### config.mk
export PLATFORM = sky130hd
export DESIGN_NAME = xif_result_arbiter
export DESIGN_NICKNAME = d
export VERILOG_FILES = /design/src/rtl/xif_result_arbiter.sv
export SDC_FILE = /design/constraint.sdc
export NUM_CORES = 1
export LEC_CHECK = 0
export BUFFER_PORTS_ARGS = -buffer_cell sky130_fd_sc_hd__buf_2
export CAP_MARGIN = 20
export CORE_ASPECT_RATIO = 0.5
export CORE_MARGIN = 2
export CORE_UTILIZATION = 42
export CTS_CLUSTER_SIZE = 16
export DETAILED_ROUTE_END_ITERATION = 8
export PLACE_DENSITY = 0.93
export SYNTH_ARGS = -nofsm -noshare
export SYNTH_HDL_FRONTEND = slang
export SYNTH_SLANG_ARGS = --single-unit
export TNS_END_PERCENT = 10
### constraint.sdc
create_clock -name clk -period 2.65 [get_ports clk]
set_clock_uncertainty 0.1 [all_clocks]
set_input_delay 0.1325 -clock clk [delete_from_list [all_inputs] [get_ports clk]]
set_output_delay 0.1325 -clock clk [all_outputs]
set_load 0.1 [all_outputs]
### src/rtl/xif_result_arbiter.sv
// Round-robin arbiter merging NUM_REQ coprocessor result channels into one registered CPU result slot.
// Latency: one cycle from requester handshake to out_valid_o; one result per cycle sustained.
// Backpressure: req_ready_o is all-zero while the slot is full and the CPU stalls, and during reset.
module xif_result_arbiter #(
    parameter int NUM_REQ     = 4,
    parameter int X_ID_WIDTH  = 4,
    parameter int X_RFW_WIDTH = 32,
    localparam int RES_W      = X_ID_WIDTH + X_RFW_WIDTH + 13,
    localparam int SRC_W      = $clog2(NUM_REQ)
) (
    input  logic                     clk,
    input  logic                     rst,
    input  logic [NUM_REQ-1:0]       req_valid_i,
    output logic [NUM_REQ-1:0]       req_ready_o,
    input  logic [NUM_REQ*RES_W-1:0] req_result_i,
    output logic                     out_valid_o,
    input  logic                     out_ready_i,
    output logic [RES_W-1:0]         out_result_o,
    output logic [SRC_W-1:0]         out_src_o
);

    typedef struct packed {
        logic [X_ID_WIDTH-1:0]  id;
        logic [X_RFW_WIDTH-1:0] data;
        logic [4:0]             rd;
        logic                   we;
        logic                   exc;
        logic [5:0]             exccode;
    } res_t;

    res_t             chan_res [NUM_REQ];
    res_t             out_result_q, out_result_d;
    logic             out_valid_q, out_valid_d;
    logic [SRC_W-1:0] out_src_q, out_src_d;
    logic [SRC_W-1:0] prio_q, prio_d;

    logic             can_load;
    logic             grant_vld;
    logic [SRC_W-1:0] grant_idx;
    logic             load;

    for (genvar k = 0; k < NUM_REQ; k++) begin : g_chan
        assign chan_res[k] = res_t'(req_result_i[k*RES_W +: RES_W]);
    end

    assign can_load = !out_valid_q || out_ready_i;

    // Rotating scan starting at prio_q; cand wraps explicitly so non-power-of-two NUM_REQ works.
    always_comb begin
        int               cand;
        logic [SRC_W-1:0] cand_idx;
        grant_vld = 1'b0;
        grant_idx = '0;
        cand      = 0;
        cand_idx  = '0;
        for (int i = 0; i < NUM_REQ; i++) begin
            cand = int'(prio_q) + i;
            if (cand >= NUM_REQ) begin
                cand = cand - NUM_REQ;
            end
            cand_idx = SRC_W'(cand);
            if (!grant_vld && req_valid_i[cand_idx]) begin
                grant_vld = 1'b1;
                grant_idx = cand_idx;
            end
        end
    end

    assign load = grant_vld && can_load && !rst;

    always_comb begin
        req_ready_o = '0;
        if (load) begin
            req_ready_o[grant_idx] = 1'b1;
        end
    end

    always_comb begin
        out_valid_d  = out_valid_q;
        out_result_d = out_result_q;
        out_src_d    = out_src_q;
        prio_d       = prio_q;
        if (load) begin
            out_valid_d  = 1'b1;
            out_result_d = chan_res[grant_idx];
            out_src_d    = grant_idx;
            prio_d       = (grant_idx == SRC_W'(NUM_REQ - 1)) ? '0 : grant_idx + 1'b1;
        end else if (out_valid_q && out_ready_i) begin
            out_valid_d = 1'b0;
        end
    end

    always_ff @(posedge clk) begin
        if (rst) begin
            out_valid_q  <= 1'b0;
            out_result_q <= '0;
            out_src_q    <= '0;
            prio_q       <= '0;
        end else begin
            out_valid_q  <= out_valid_d;
            out_result_q <= out_result_d;
            out_src_q    <= out_src_d;
            prio_q       <= prio_d;
        end
    end

    assign out_valid_o  = out_valid_q;
    assign out_result_o = out_result_q;
    assign out_src_o    = out_src_q;

endmodule

# Word-level counts from Yosys, hierarchy flattened
# Cells that the tools add are included.
totals:
  reg_bits: 54
  elab_cells: 73
  inputBits: 203
  out_inout_bits: 56
op_classes:
  magnitude_cmp: 11
  n_mux: 29
  reduce_logical: 14
  bitwise: 1
  n_eq_ne: 1
  addsub: 8
op_table:
  columns: ["op", "n"]
  rows:
  - ["$bmux W49 S2", 1]
  - ["$mux W49", 2]
  - ["$mux W2", 9]
  - ["$lt A2 B3 Y1 const B", 5]
  - ["$ge A3 B3 Y1 const B", 4]
  - ["$mux W1", 11]
  - ["$bmux W1 S2", 4]
  - ["$sub A2 B1 Y2 const B", 4]
  - ["$logic_and A1 B1 Y1", 7]
  - ["$add A2 B2 Y3 const B", 2]
  - ["$logic_not A1 Y1", 5]
  - ["$mux W4", 1]
  - ["$add A2 B1 Y3 const B", 1]
  - ["$ge A2 B3 Y1 const B", 1]
  - ["$not A2 Y3", 1]
  - ["$add A2 B1 Y2 const B", 1]
  - ["$demux W1 S2", 1]
  - ["$eq A2 B2 Y1 const B", 1]
  - ["$ge A2 B1 Y1 const B", 1]
  - ["$reduce_bool A2 Y1", 1]
  - ["$logic_or A1 B1 Y1", 1]

# Logic depth before layout (Yosys ltp)
depth:
  word_depth: 19
  depth_mapped: 8
  depth_no_buf: 6

# Worst setup path after synthesis
# Ideal clock, no wire load.
synth_path:
  path_kind: "reg2out"
  startpoint: "reg out_valid_q (netlist: out_valid_o)"
  endpoint: "out req_ready_o[1]"
  stages_incl_launch_ff: 8
  arrival_time_ns: 3.057
  required_ns: 2.418
  n_path_buf: 2
  path_slack_ns: -0.639
  cell_sequence: "dfxtp_1 > nand2b_1 > o41ai_4 > nor2_1 > nand2b_1 > buf_8 > buf_8 > a21oi_1"
synth_between:
  elab_chain_cells: 5
synth_rtl:
  columns: ["item", "line", "source"]
  rows:
  - ["start: declaration", "33", "logic out_valid_q, out_valid_d;"]
  - ["start signal: assignment", "100", "out_valid_q <= out_valid_d;"]
  - ["$logic_not A1 Y1", "46", "assign can_load = !out_valid_q || out_ready_i;"]
  - ["$logic_or A1 B1 Y1", "46", null]
  - ["$logic_and A1 B1 Y1 (2 in series)", "69", "assign load = grant_vld && can_load && !rst;"]
  - ["$mux W4", "73", "if (load) begin"]
  - ["end: declaration", "14", "output logic [NUM_REQ-1:0] req_ready_o,"]
# Every way passes these cells.

# Worst setup path after layout
layout_path:
  startpoint: "reg prio_q[0]"
  endpoint: "out req_ready_o[3]"
layout_between:
  elab_chain_cells: 19
  word_cells_on_any_way: 45
  classes_between: "7 x add/sub; 6 x order compare; 23 x mux; 9 x reduce/logical"
layout_rtl:
  columns: ["item", "line", "source"]
  rows:
  - ["start: declaration", "35", "logic [SRC_W-1:0] prio_q, prio_d;"]
  - ["start signal: assignment", "103", "prio_q <= prio_d;"]
  - ["parallel branches: the longest is 18 deep, another holds $add A2 B1 Y3", null, null]
  - ["$mux W4 *", "73", null]
# Every way passes the cells marked *. The select of a mux whose other input is x is not followed.

==> out/metrics.yaml <==
status: "complete, no violations"
whs_endpoint: "out_src_o[1]"
port_buffers: 258
crit_type: "flip-flop to output port"
core_mm2: 0.00814
synth_cells: 312
ys_ff_latch: 54
final_layout_size_suffix_gt1_share_pct: 59.7
multi_input_area_mm2: 0.00218
internal_power_mw: 1.95
critPathArrivalTime_ns: 2.20
r2r-end: "out_result_o[48]"
p_leak_nw: 2.41
grt_setup_unrepaired: "false"
insertion_delay_ns: 0.28
clkSinkCount: 54
path_cells: "nor2b_4 -> or4_4 -> nand2_8 -> ha_1 -> and2_1 -> buf_12"
drv_slew: 0
use_met1_pct: 24.8
cts_buffers: 5
grt_pass1_vias: 3680
peakVddDrop_uv: 585
slowest_delay_ns: 0.57
worst_slack_ns: 0.220
whs_path_depth: 2
fill_cells: 702
ys_seq_area_share_pct: 30.1
hp-class: "primary input to flip-flop"
cts_root_buf: "clkbuf_16"
fin_cells: 671
gp_congestion: 0.916
grt_pass1_wl_um: 16900
post_cts_buffers: 0
rows: 23
dp_hpwl_um: 8450
min_from: "rst"
regToRegStartpoint: "prio_q[0]"
cp_slowest_cell: "or4_4"
clockPowerShare_pct: 16.5
die-height_um: 69.4
slew_headroom_pct: 64.8
grt.busiest_layer: "met2"
r2r_setup_slack_ns: 0.36
worst_pin_slew_ns: 0.526
whs_ns: 0.0250
final_antenna_net_count: 0
die_area_mm2: 0.00934
ios: 259
routed_via_density: 5.15
period_needed_ns: 2.43
drtPass1Iterations: 4
grt_overflow: 0
dpl_worst_slack_ns: 0.353
setup-violations-final: 0
chipWidth_um: 135
grt_max_degree: 44
fin_crit_sh_pct: 91.7
syn_avg_cell_area_um2: 11.5
clk_path_buf_depth: 2
maxCapViolCount: 0
first_iter_violations: 180
drc: 0
wire_per_inst_um: 15.8
yosysUniqueCellTypes: 26
synth.net_count: 516
crit_required_ns: 2.42
crit_start: "prio_q[0]"
clk_pin_slew_ns: 0.07
diodes: 0
cts_hold_buf: 0
end_kind: "output port"
finalHoldViolations: 0
swShare_pct: 50.7
grtUsageMet3_pct: 5.63
synthTopCellsByArea: "dfxtp_1 (30%), mux2i_1 (28%), o221ai_2 (21%)"
reg2reg_depth: 6
synth_top_area_cell: "dfxtp_1"
postCtsResizedCells: 0
dp.cells: 665
synth_top_cell_area_share_pct: 30.1
regArea_mm2: 0.00108
crit_fanout: 29
routed_wl_um: 10600
initial_utilization_pct: 44.0
power.switching_mw: 2.00
h-tree-depth: 2
area_growth_pct: 39.1
p_seq_share_pct: 26.4
antenna_found_initial: 0
grt_util_met2_pct: 40.9
cts_tree: "built"
vias: 3455
power_mw: 3.95
ys_warn_count: 0
track_usage_pct: 22.2
utilization_pct: 61.3
p_comb_share_pct: 57.2
fmax_ghz: 0.412
nets: 764
pwr_density_cell_mw_per_mm2: 793
netlist_area_mm2: 0.00359
start_kind: "flip-flop"
[critical path, delay by kind of cell, from the launching register on]
| kind | cells | cell delay [ns] |
|---|---|---|
| buffers and inverters | 1 | 0.18 |
| flip-flops | 1 | 0.44 |
| AND/OR/NAND/NOR | 4 | 1.07 |
| adder cells (fa/ha/maj) | 1 | 0.22 |
[cell usage in the layout (no fill, tap or decap), types with 2 or more instances in the layout]
cell,n
a21oi_1,4
clkbuf_16,5
nand2_1,50
nor2b_4,2
mux2i_1,100
o221ai_2,50
nor2_1,8
dfxtp_1,54
buf_2,256
buf_12,6
buf_4,6
[power groups by stage]
| stage | clock (mW) | combinational [mW] | sequential (mW) |
|---|---|---|---|
| global route | 0.699 | 2.36 | 1.06 |
| CTS | 0.672 | 2.27 | 1.04 |
| floorplan | 0 | 0.959 | 2.06 |
| global placement | 0 | 2.23 | 1.05 |
| detailed placement | 0 | 2.27 | 1.06 |
| finish | 0.651 | 2.26 | 1.04 |
[cells by family (layout without fill, tap and decap cells)]
kind of cell	after synthesis	after routing	share of synthesized area (%)
simple gates	70	70	8.58
compound gates	59	59	23.0
fa+ha+maj	1	1	0.349
flops	54	54	30.1
mux	100	100	27.9
buf+inv	28	275	10.0
[stage by stage]
stage | instance area [um^2] | setup TNS, ns
final | 4990 | 0
after global routing | 4990 | 0
after CTS | 4990 | 0
after detailed placement | 4850 | 0
after global placement | 4850 | 0
after floorplan | 3590 | -0.392
[routing by layer]
| metal | wire length, um | vias to the layer above |
|---|---|---|
| met4 | 281 | 0 |
| li1 | - | 1681 |
| met5 | 0 | - |
| met1 | 4170 | 1619 |
| met2 | 5580 | 125 |
| met3 | 578 | 30 |
[cell type report]
cell class	count	area share, %
Multi-Input combinational cell	230	43.7
Timing Repair Buffer	268	29.0
Sequential cell	54	21.7
Tap cell	112	2.81
Clock buffer	6	2.78
Inverter	1	0.0752
[synth_stat cells]
cell      count
o221ai_2     50
or3_1         1
nor2_1        9
inv_1         1
a21oi_1       5
buf_2         8
nor2b_1       2
o22a_1        1
dfxtp_1      54
mux2i_1     100
buf_6         3
nor2b_2       1
nand2_4       1
nand2_1      51
a21o_1        1
ha_1          1
o41ai_4       1
bufbuf_8      2
clkbuf_1      1
nand2b_1      2
buf_12        9
nor2b_4       1
or4_4         1
a31oi_1       1
and2_1        1
buf_8         4
[how the worst max path moves through the flow]
stage                       end  slack (ns)  cells after the start
4_1_cts          req_ready_o[3]        0.20                      6
3_3_place_gp   out_result_o[39]        0.44                      6
3_5_place_dp    out_result_o[8]        0.35                      6
2_1_floorplan    req_ready_o[2]       -0.39                      6
5_1_grt          req_ready_o[3]        0.13                      6
6_report         req_ready_o[3]        0.22                      6
[state kept, by name, summed over array words and instances, names as in the netlist]
| name | count |
|---|---|
| out_valid_o | 1 |
| prio_q | 2 |
| out_result_o | 49 |
| out_src_o | 2 |
Power figures use the tool's default switching activity.
